### config.mk
export PLATFORM = sky130hd
export DESIGN_NAME = ripple_carry_adder
export DESIGN_NICKNAME = d
export VERILOG_FILES = /design/src/rtl/ripple_carry_adder_pkg.sv /design/src/rtl/ripple_carry_adder_fa.sv /design/src/rtl/ripple_carry_adder.sv
export SDC_FILE = /design/constraint.sdc
export NUM_CORES = 1
export LEC_CHECK = 0
export CAP_MARGIN = 0
export CORE_AREA = 2 2 39 41
export CTS_CLUSTER_DIAMETER = 80
export DETAILED_ROUTE_END_ITERATION = 16
export DIE_AREA = 0 0 41 43
export PLACE_DENSITY = 0.66
export SLEW_MARGIN = 30
export SYNTH_ARGS = -nofsm -noshare
export SYNTH_HDL_FRONTEND = slang
export SYNTH_SLANG_ARGS = --single-unit
### constraint.sdc
create_clock -name clk -period 3.5 [get_ports clk]
set_clock_uncertainty 0.1 [all_clocks]
set_input_delay 0.525 -clock clk [delete_from_list [all_inputs] [get_ports clk]]
set_output_delay 0.525 -clock clk [all_outputs]
set_load 0.01 [all_outputs]
### src/rtl/ripple_carry_adder_pkg.sv
// Shared constants and bit-level full-adder equations for the ripple-carry adder.
package ripple_carry_adder_pkg;

    localparam int unsigned RCA_DEFAULT_N = 32'd4;

    function automatic logic fa_sum(input logic a, input logic b, input logic cin);
        return a ^ b ^ cin;
    endfunction

    function automatic logic fa_carry(input logic a, input logic b, input logic cin);
        return (a & b) | (cin & (a ^ b));
    endfunction

endpackage

### src/rtl/ripple_carry_adder_fa.sv
// Purely combinational 1-bit full adder, one stage of the ripple chain.
module full_adder
    import ripple_carry_adder_pkg::*;
(
    input  logic a,
    input  logic b,
    input  logic cin,
    output logic s,
    output logic cout
);

    assign s    = fa_sum(a, b, cin);
    assign cout = fa_carry(a, b, cin);

endmodule

### src/rtl/ripple_carry_adder.sv
// N-bit ripple-carry adder with a registered {Cout,Sum} result and a valid flag
// travelling alongside the data (one-cycle arithmetic stage, no backpressure).
module ripple_carry_adder
    import ripple_carry_adder_pkg::*;
#(
    parameter int unsigned N = RCA_DEFAULT_N
) (
    input  logic         clk,
    input  logic         rst,
    input  logic [N-1:0] A,
    input  logic [N-1:0] B,
    input  logic         Cin,
    input  logic         in_valid,
    output logic [N-1:0] Sum,
    output logic         Cout,
    output logic         out_valid
);

    logic [N:0]   carry_s;
    logic [N-1:0] sum_s;
    logic [N-1:0] sum_d;
    logic [N-1:0] sum_q;
    logic         cout_d;
    logic         cout_q;
    logic         valid_d;
    logic         valid_q;

    assign carry_s[0] = Cin;

    for (genvar i = 0; i < N; i++) begin : g_fa
        full_adder u_fa (
            .a    (A[i]),
            .b    (B[i]),
            .cin  (carry_s[i]),
            .s    (sum_s[i]),
            .cout (carry_s[i+1])
        );
    end

    // Next-state: load a fresh result only when qualified, otherwise hold so idle X/Z never propagates.
    always_comb begin
        sum_d   = sum_q;
        cout_d  = cout_q;
        valid_d = 1'b0;
        if (in_valid) begin
            sum_d   = sum_s;
            cout_d  = carry_s[N];
            valid_d = 1'b1;
        end else begin
            valid_d = 1'b0;
        end
    end

    // Output register; reset wins over a simultaneous valid input.
    always_ff @(posedge clk) begin
        if (rst) begin
            sum_q   <= {N{1'b0}};
            cout_q  <= 1'b0;
            valid_q <= 1'b0;
        end else begin
            sum_q   <= sum_d;
            cout_q  <= cout_d;
            valid_q <= valid_d;
        end
    end

    assign Sum       = sum_q;
    assign Cout      = cout_q;
    assign out_valid = valid_q;

endmodule

### After elaboration in Yosys (flattened, before gate mapping)

Cells that the tools add are included.

* register bits: 6
* input port bits: 12
* output and inout bits: 6
* word-level logic and storage cells: 24

* multiplexer cells: 1
* bitwise logic cells: 20

Operators by type and width (number)
* 1-bit bitwise AND: 8
* 1-bit XOR: 8
* 1-bit OR: 4
* 1-bit two-way mux: 1

### Depth between registers and ports, before layout

Gate-level depths: netlist (run 1).

* depth after elaboration: 9
* depth in mapped cells: 8
* mapped depth without buffers: 8

### Cells and area by module

From an unflattened synthesis (run 1), not the netlist that was laid out.

* cell total of the unflattened synthesis: 22
* area total of the unflattened synthesis: 286.5 µm²

Modules (own cells, without submodules)
* ripple_carry_adder: instances 1, cells each 18, area each 206.4 µm²
* full_adder: instances 4, cells each 1, area each 20.0 µm²

### Worst setup path after synthesis (run 1)

No wires, ideal clock.

* path type: input to register
* from: input port A[0]
* to: register sum_q[3] (netlist: Sum[3])
* setup time: 79 ps
* arrival: 2183 ps
* required time: 3321 ps
* slack: 1138 ps
* stages: 8
* buffers on the path: 0
* path through: inv_1 > fa_1 > inv_1 > fa_1 > fa_1 > inv_1 > fa_1 > a211oi_2

* cells in the longest elaborated chain, start to end: 8
* elaborated cells on any way between the ends: 9
* classes of those cells: bitwise (9)

Ends and longest elaborated chain
* from (decl): RTL line ripple_carry_adder.sv:10 `input logic [N-1:0] A,`
* 1-bit XOR: RTL line ripple_carry_adder_pkg.sv:11 `return (a & b) | (cin & (a ^ b));`
* 1-bit bitwise AND: RTL line ripple_carry_adder_pkg.sv:11
* 1-bit OR (*): RTL line ripple_carry_adder_pkg.sv:11
* 1-bit bitwise AND (*): RTL line ripple_carry_adder_pkg.sv:11
* 1-bit OR (*): RTL line ripple_carry_adder_pkg.sv:11
* 1-bit bitwise AND (*): RTL line ripple_carry_adder_pkg.sv:11
* 1-bit OR (*): RTL line ripple_carry_adder_pkg.sv:11
* 1-bit XOR (*): RTL line ripple_carry_adder_pkg.sv:7 `return a ^ b ^ cin;`
* to (signal assigned): RTL line ripple_carry_adder.sv:57 `sum_q <= {N{1'b0}};`
* to (signal assigned): RTL line ripple_carry_adder.sv:61 `sum_q <= sum_d;`
* to (decl): RTL line ripple_carry_adder.sv:22 `logic [N-1:0] sum_q;`

Mark *: on every way between the ends. The rest lies on a longest branch, timed or not.
A chain may end at the register's enable or synchronous reset.

### Worst setup path in the final report (run 1)

Ends and elaborated chain as after synthesis.

==> results.md, run 1 <==
- Post-route cell area: 527 um^2
- Initial Util: 23.5%
- H-tree levels: 1
- Worst Path Max Fanout: 1
- DR vias: 249
- Worst-margin pin slew: 423 ps
- Setup tns final: 0 ps
- Clk slew on worst S/H paths: 40 ps
- Starting DRC count in detailed routing: 0
- DR WL/cell: 8.22 um
- CP Class: input port to register
- Syn. warnings: 0
- Worst skew pair latency: 240 ps
- Min cycle time layout: 2600 ps
- Final setup viols: 0
- Slowest stage delay, CP: 420 ps
- Row cnt: 14
- Max Slew Vio Count: 0
- CTS tree: built
- Post-synthesis register bit count: 6
- Placed cell count: 61
- Antenna Cells: 0
- Gpl congestion: 0.681
- Die Ht: 43 um
- Num CTS Buffers: 3
- Worst Setup End Kind: register
- Clk buf depth: 2
- Final non-filler cell total: 64
- DR vias/cell: 3.89
- Crit path max-delay cell type: fa_1
- Pwr Total: 0.190 mW
- PortBufs: 17
- Worst path arrival time: 2650 ps
- Power share of the clock group: 31.8%
- Cts hold-fix bufs: 0
- Post-CTS setup repair buffer count: 0
- Status: completed
- Comb pwr share: 27.3%
- Core Util, Final: 38.1%
- Syn nets: 45
- Post-synthesis sequential area ratio: 36.9%
- P_int: 0.145 mW
- Avg Synthesized Cell Area: 11.2 um^2
- Area Growth Syn to Fin: 61.9%
- Leakage: 0.224 nW
- TritonRoute pass-1 iters: 1
- Worst path cell trace: clkdlybuf4s50_1 > inv_1 > fa_1 > inv_1 > fa_1 > fa_1 > inv_1 > fa_1 > a211oi_2
- Required time worst endpoint: 3560 ps
- Sequential power share: 40.9%
- Post_cts resized: 0
- GRT Total Usage: 8.10%
- Switching Share: 23.6%
- NumNets Final: 66
- Core area: 0.00138 mm^2
- Die width: 41 um
- Max_slew headroom: 71.7%
- Peak Freq: 0.385 GHz
- Peak supply drop: 0.000271 V
- Switch Pwr: 0.0448 mW
- Number of global-route vias before repair: 243
- Die area: 0.00176 mm^2
- Total gr overflow: 0
- DRT antenna net count: 0
- Gate Count Post-Synth: 29
- Placed inst area: 504 um^2
- Hold Crit Class: register to register
- Pin count of the biggest net entering global routing: 10
- Count of final hold-check violations: 0
- DRC errors left: 0
- Initial antenna violation count: 0
- Synth cell types: 9
- Period utilization: 74.2%
- IO Pins: 18
- Clock tree root buffer cell: clkbuf_4
- RSZ-0062 raised after global routing: no
- Most frequent CP cell: fa_1
- Post-DP HPWL: 461 um
- Clock sink count: 6
- Setup WS post-layout: 904 ps
- Layout cells sized above 1: 16.7%
- Hold Slack: 387 ps
- Cell Area, Synth: 325 um^2
- First-pass GRT wire length: 952 um
- Setup crit start kind: input port
- Max_cap viols: 0
- Pwr per Cell Area: 360 mW/mm^2
- Dpl ws: 655 ps
- Final WL: 526 um
## state kept, by name (all words and copies together) (netlist names)
name,count
Sum,4
Cout,1
out_valid,1
## power by group through the flow
stage / Sequential, mW / Combinational [mW] / Clock [mW]
2_1_floorplan: 0.0821 / 0.0216 / 0
3_3_place_gp: 0.0790 / 0.0522 / 0
3_5_place_dp: 0.0790 / 0.0529 / 0
4_1_cts: 0.0778 / 0.0534 / 0.0645
5_1_grt: 0.0785 / 0.0574 / 0.0683
6_report: 0.0777 / 0.0517 / 0.0604
## layer usage
layer	up-vias	part of all wire, %	GRT usage, %
li1	127	-	-
met1	113	39	9.57
met2	9	50	10.9
met3	0	11	6.81
met4	0	0	2.00
met5	-	0	0
## cells by family (layout without fill, tap and decap cells)
family / count (synthesis) / after routing / synth area share, %
buffers and inverters: 8 / 27 / 11.5
flip-flops: 6 / 6 / 36.9
AND/OR/NAND/NOR: 6 / 6 / 9.23
adder cells (fa/ha/maj): 4 / 4 / 24.6
AO/OA/AOI/OAI: 3 / 3 / 11.5
multiplexers: 2 / 2 / 6.15
## cells in the mapped netlist (all sizes together)
cell | number | share of area, %
nor2 | 5 | 7.3
dfxtp | 6 | 37
fa | 4 | 25
mux2i | 2 | 6.2
nor2b | 1 | 1.9
a211oi | 3 | 12
inv | 7 | 8.1
buf | 1 | 3.5
## cell type report
type	instances	area, um^2
Clock buffer	3	22.5
Fill cell	148	857
Inverter	7	26.3
Multi-Input combinational cell	15	168
Sequential cell	6	120
Tap cell	16	20.0
Timing Repair Buffer	17	170
## worst paths after layout
path                              from     end  slack (ps)  cells past startpoint
worst max-delay path              A[0]  Sum[3]         900                      9
worst min-delay path            Sum[1]  Sum[1]         390                      2
worst max register to register  Sum[3]  Sum[3]        2750                      2
worst min register to register  Sum[1]  Sum[1]         390                      2
## critical path: cells and delay by family
| family | cells | cell delay [ps] |
|---|---|---|
| buf+inv | 4 | 590 |
| compound gates | 1 | 220 |
| fa+ha+maj | 4 | 1320 |
## placed cells by master (no fill, tap or decap), drive strengths merged
cell / synthesis / layout
dfxtp: 6 / 6
nor2b: 1 / 1
a211oi: 3 / 3
clkbuf: 0 / 3
fa: 4 / 4
clkdlybuf4s50: 0 / 17
nor2: 5 / 5
mux2i: 2 / 2
inv: 7 / 7
(Power assumes the default switching activity.)
==> run 2: changes to the inputs <==
- PLACE_DENSITY: 0.66 -> 0.68
- clock period: 3.5 -> 2.2 ns (I/O delays scaled with it)
==> results.md, run 2 (synthesized netlist as in run 1, its figures left out) <==
- Status: completed (unchanged)
- Max_slew headroom: 70.4% (was 71.7%)
- GR Util met1: 10.9% (was 9.57%)
- Hold Crit Class: register to register (unchanged)
- Pin count of the biggest net entering global routing: 10 (unchanged)
- Clk slew on worst S/H paths: 50 ps (was 40 ps)
- DR vias/cell: 3.89 (unchanged)
- DRT antenna net count: 0 (unchanged)
- Comb pwr share: 27.6% (was 27.3%)
- Number of global-route vias before repair: 271 (was 243)
- GRT met2 Usage: 12.2% (was 10.9%)
- Count of final hold-check violations: 0 (unchanged)
- Pwr per Cell Area: 587 mW/mm^2 (was 360 mW/mm^2)
- First-pass GRT wire length: 1040 um (was 952 um)
- CTS tree: built (unchanged)
- TritonRoute pass-1 iters: 2 (was 1)
- Worst Setup End Kind: register (unchanged)
- Clock sink count: 6 (unchanged)
- DR WL/cell: 9.17 um (was 8.22 um)
- Row cnt: 14 (unchanged)
- Core Util, Final: 38.3% (was 38.1%)
- GRT Total Usage: 9.22% (was 8.10%)
- Layout cells sized above 1: 33.3% (was 16.7%)
- Multi-input gate area: 175 um^2 (was 168 um^2)
- Gpl congestion: 0.658 (was 0.681)
- Peak Freq: 0.472 GHz
- Leakage: 0.221 nW (was 0.224 nW)
- IO Pins: 18 (unchanged)
- DRC errors left: 0 (unchanged)
- Area Growth Syn to Fin: 63.1% (was 61.9%)
- Period utilization: 96.3%
- PortBufs: 17 (unchanged)
- Final setup viols: 0 (unchanged)
- Worst path cell trace: dlygate4sd2_1 > inv_2 > fa_2 > inv_2 > fa_2 > fa_2 > inv_2 > fa_1 > a211oi_2 (was clkdlybuf4s50_1 > inv_1 > fa_1 > inv_1 > fa_1 > fa_1 > inv_1 > fa_1 > a211oi_2)
- Antenna Cells: 0 (unchanged)
- Commonest cells after routing, fill and taps aside: clkdlybuf4s50_1, dfxtp_1, inv_2 (was clkdlybuf4s50_1, inv_1, dfxtp_1)
- Placed cell count: 61 (unchanged)
- Post-DP HPWL: 472 um (was 461 um)
- Pwr Total: 0.311 mW (was 0.190 mW)
- Die Ht: 43 um (unchanged)
- Crit path max-delay cell type: fa_1 (unchanged)
- Switching Share: 25.6% (was 23.6%)
- Worst-margin pin slew: 443 ps (was 423 ps)
- Num CTS Buffers: 3 (unchanged)
- Required time worst endpoint: 2270 ps (was 3560 ps)
- Layer carrying the most global-route usage: met2 (unchanged)
- Min cycle time layout: 2120 ps
- Max reg flops: 4 (unchanged)
- Max Slew Vio Count: 0 (unchanged)
- Commonest non-fill, non-tap cell in the layout: clkdlybuf4s50_1 (unchanged)
- Initial antenna violation count: 0 (unchanged)
- Initial Util: 23.5% (unchanged)
- Final non-filler cell total: 64 (unchanged)
- Total gr overflow: 0 (unchanged)
- Final WL: 587 um (was 526 um)
- Power share of the clock group: 32.7% (was 31.8%)
- Setup crit start kind: input port (unchanged)
- Switch Pwr: 0.0798 mW (was 0.0448 mW)
- Worst Path Max Fanout: 1 (unchanged)
- FF+latch area: 120 um^2 (unchanged)
- Die area: 0.00176 mm^2 (unchanged)
- Slowest stage delay, CP: 410 ps (was 420 ps)
- P_int: 0.232 mW (was 0.145 mW)
- Die width: 41 um (unchanged)
- RSZ-0062 raised after global routing: no (unchanged)
- GR Layer Usage met3: 3.66% (was 6.81%)
- Worst skew pair latency: 240 ps (about the same)
- Clock tree root buffer cell: clkbuf_4 (unchanged)
- DR vias: 249 (unchanged)
- Core area: 0.00138 mm^2 (unchanged)
- Clk buf depth: 2 (unchanged)
- Sequential power share: 39.8% (was 40.9%)
- Hold Slack: 392 ps (was 387 ps)
- NumNets Final: 66 (unchanged)
- Setup tns final: 0 ps (unchanged)
- Fill cell count: 148 (unchanged)
- Peak supply drop: 0.000229 V (was 0.000271 V)
- CP Class: input port to register (unchanged)
- Max_cap viols: 0 (unchanged)
- Worst path arrival time: 2190 ps (was 2650 ps)
- Starting DRC count in detailed routing: 2 (was 0)
- H-tree levels: 1 (unchanged)
==> run 2: final timing paths <==
path / start / endpoint / slack (ps) / cells after the start
max: Cin / Sum[3] / 80 / 9
min: Sum[0] / Sum[0] / 390 / 2
max reg2reg: Sum[3] / Sum[3] / 1440 / 2
min reg2reg: Sum[0] / Sum[0] / 390 / 2
==> run 2: power groups by stage <==
| stage | combinational (mW) | clock, mW | sequential (mW) |
|---|---|---|---|
| after floorplan | 0.0344 | 0 | 0.131 |
| after global placement | 0.0836 | 0 | 0.126 |
| after detailed placement | 0.0855 | 0 | 0.126 |
| after CTS | 0.0877 | 0.108 | 0.124 |
| after global routing | 0.0947 | 0.116 | 0.125 |
| final | 0.0858 | 0.102 | 0.124 |
==> run 2: area by class of cell <==
class / instances / area share, %
Clock buffer: 3 / 4.25
Inverter: 7 / 4.95
Multi-Input combinational cell: 15 / 33.0
Sequential cell: 6 / 22.6
Tap cell: 16 / 3.77
Timing Repair Buffer: 17 / 31.4
==> run 2: worst max-delay path: cells and delay by family <==
| kind | cells | cell delay (ps) |
|---|---|---|
| AOI/OAI and AO/OA | 1 | 170 |
| adders and majority gates | 4 | 1300 |
| buffers and inverters | 4 | 400 |
==> run 2: what timing repair did <==
action                     CTS  global route
pin swaps                    5             3
setup endpoints to repair    2             1
hold buffers                 0             0
buffers inserted             0             0
resized for setup           11             0
==> run 2: metrics by stage <==
step / instance area (um^2) / setup WS, ps
floorplan: 325 / 32.5
global placement: 504 / -463
detailed placement: 504 / -476
CTS: 531 / 12.5
global route: 531 / 23.4
finish: 531 / 80.4
==> run 2: metal layers <==
layer	routed length [um]	part of all wire, %	up-vias
met5	0	0	-
met4	12	2.0	0
met3	60	10	2
met2	285	49	11
met1	228	39	110
li1	-	-	126
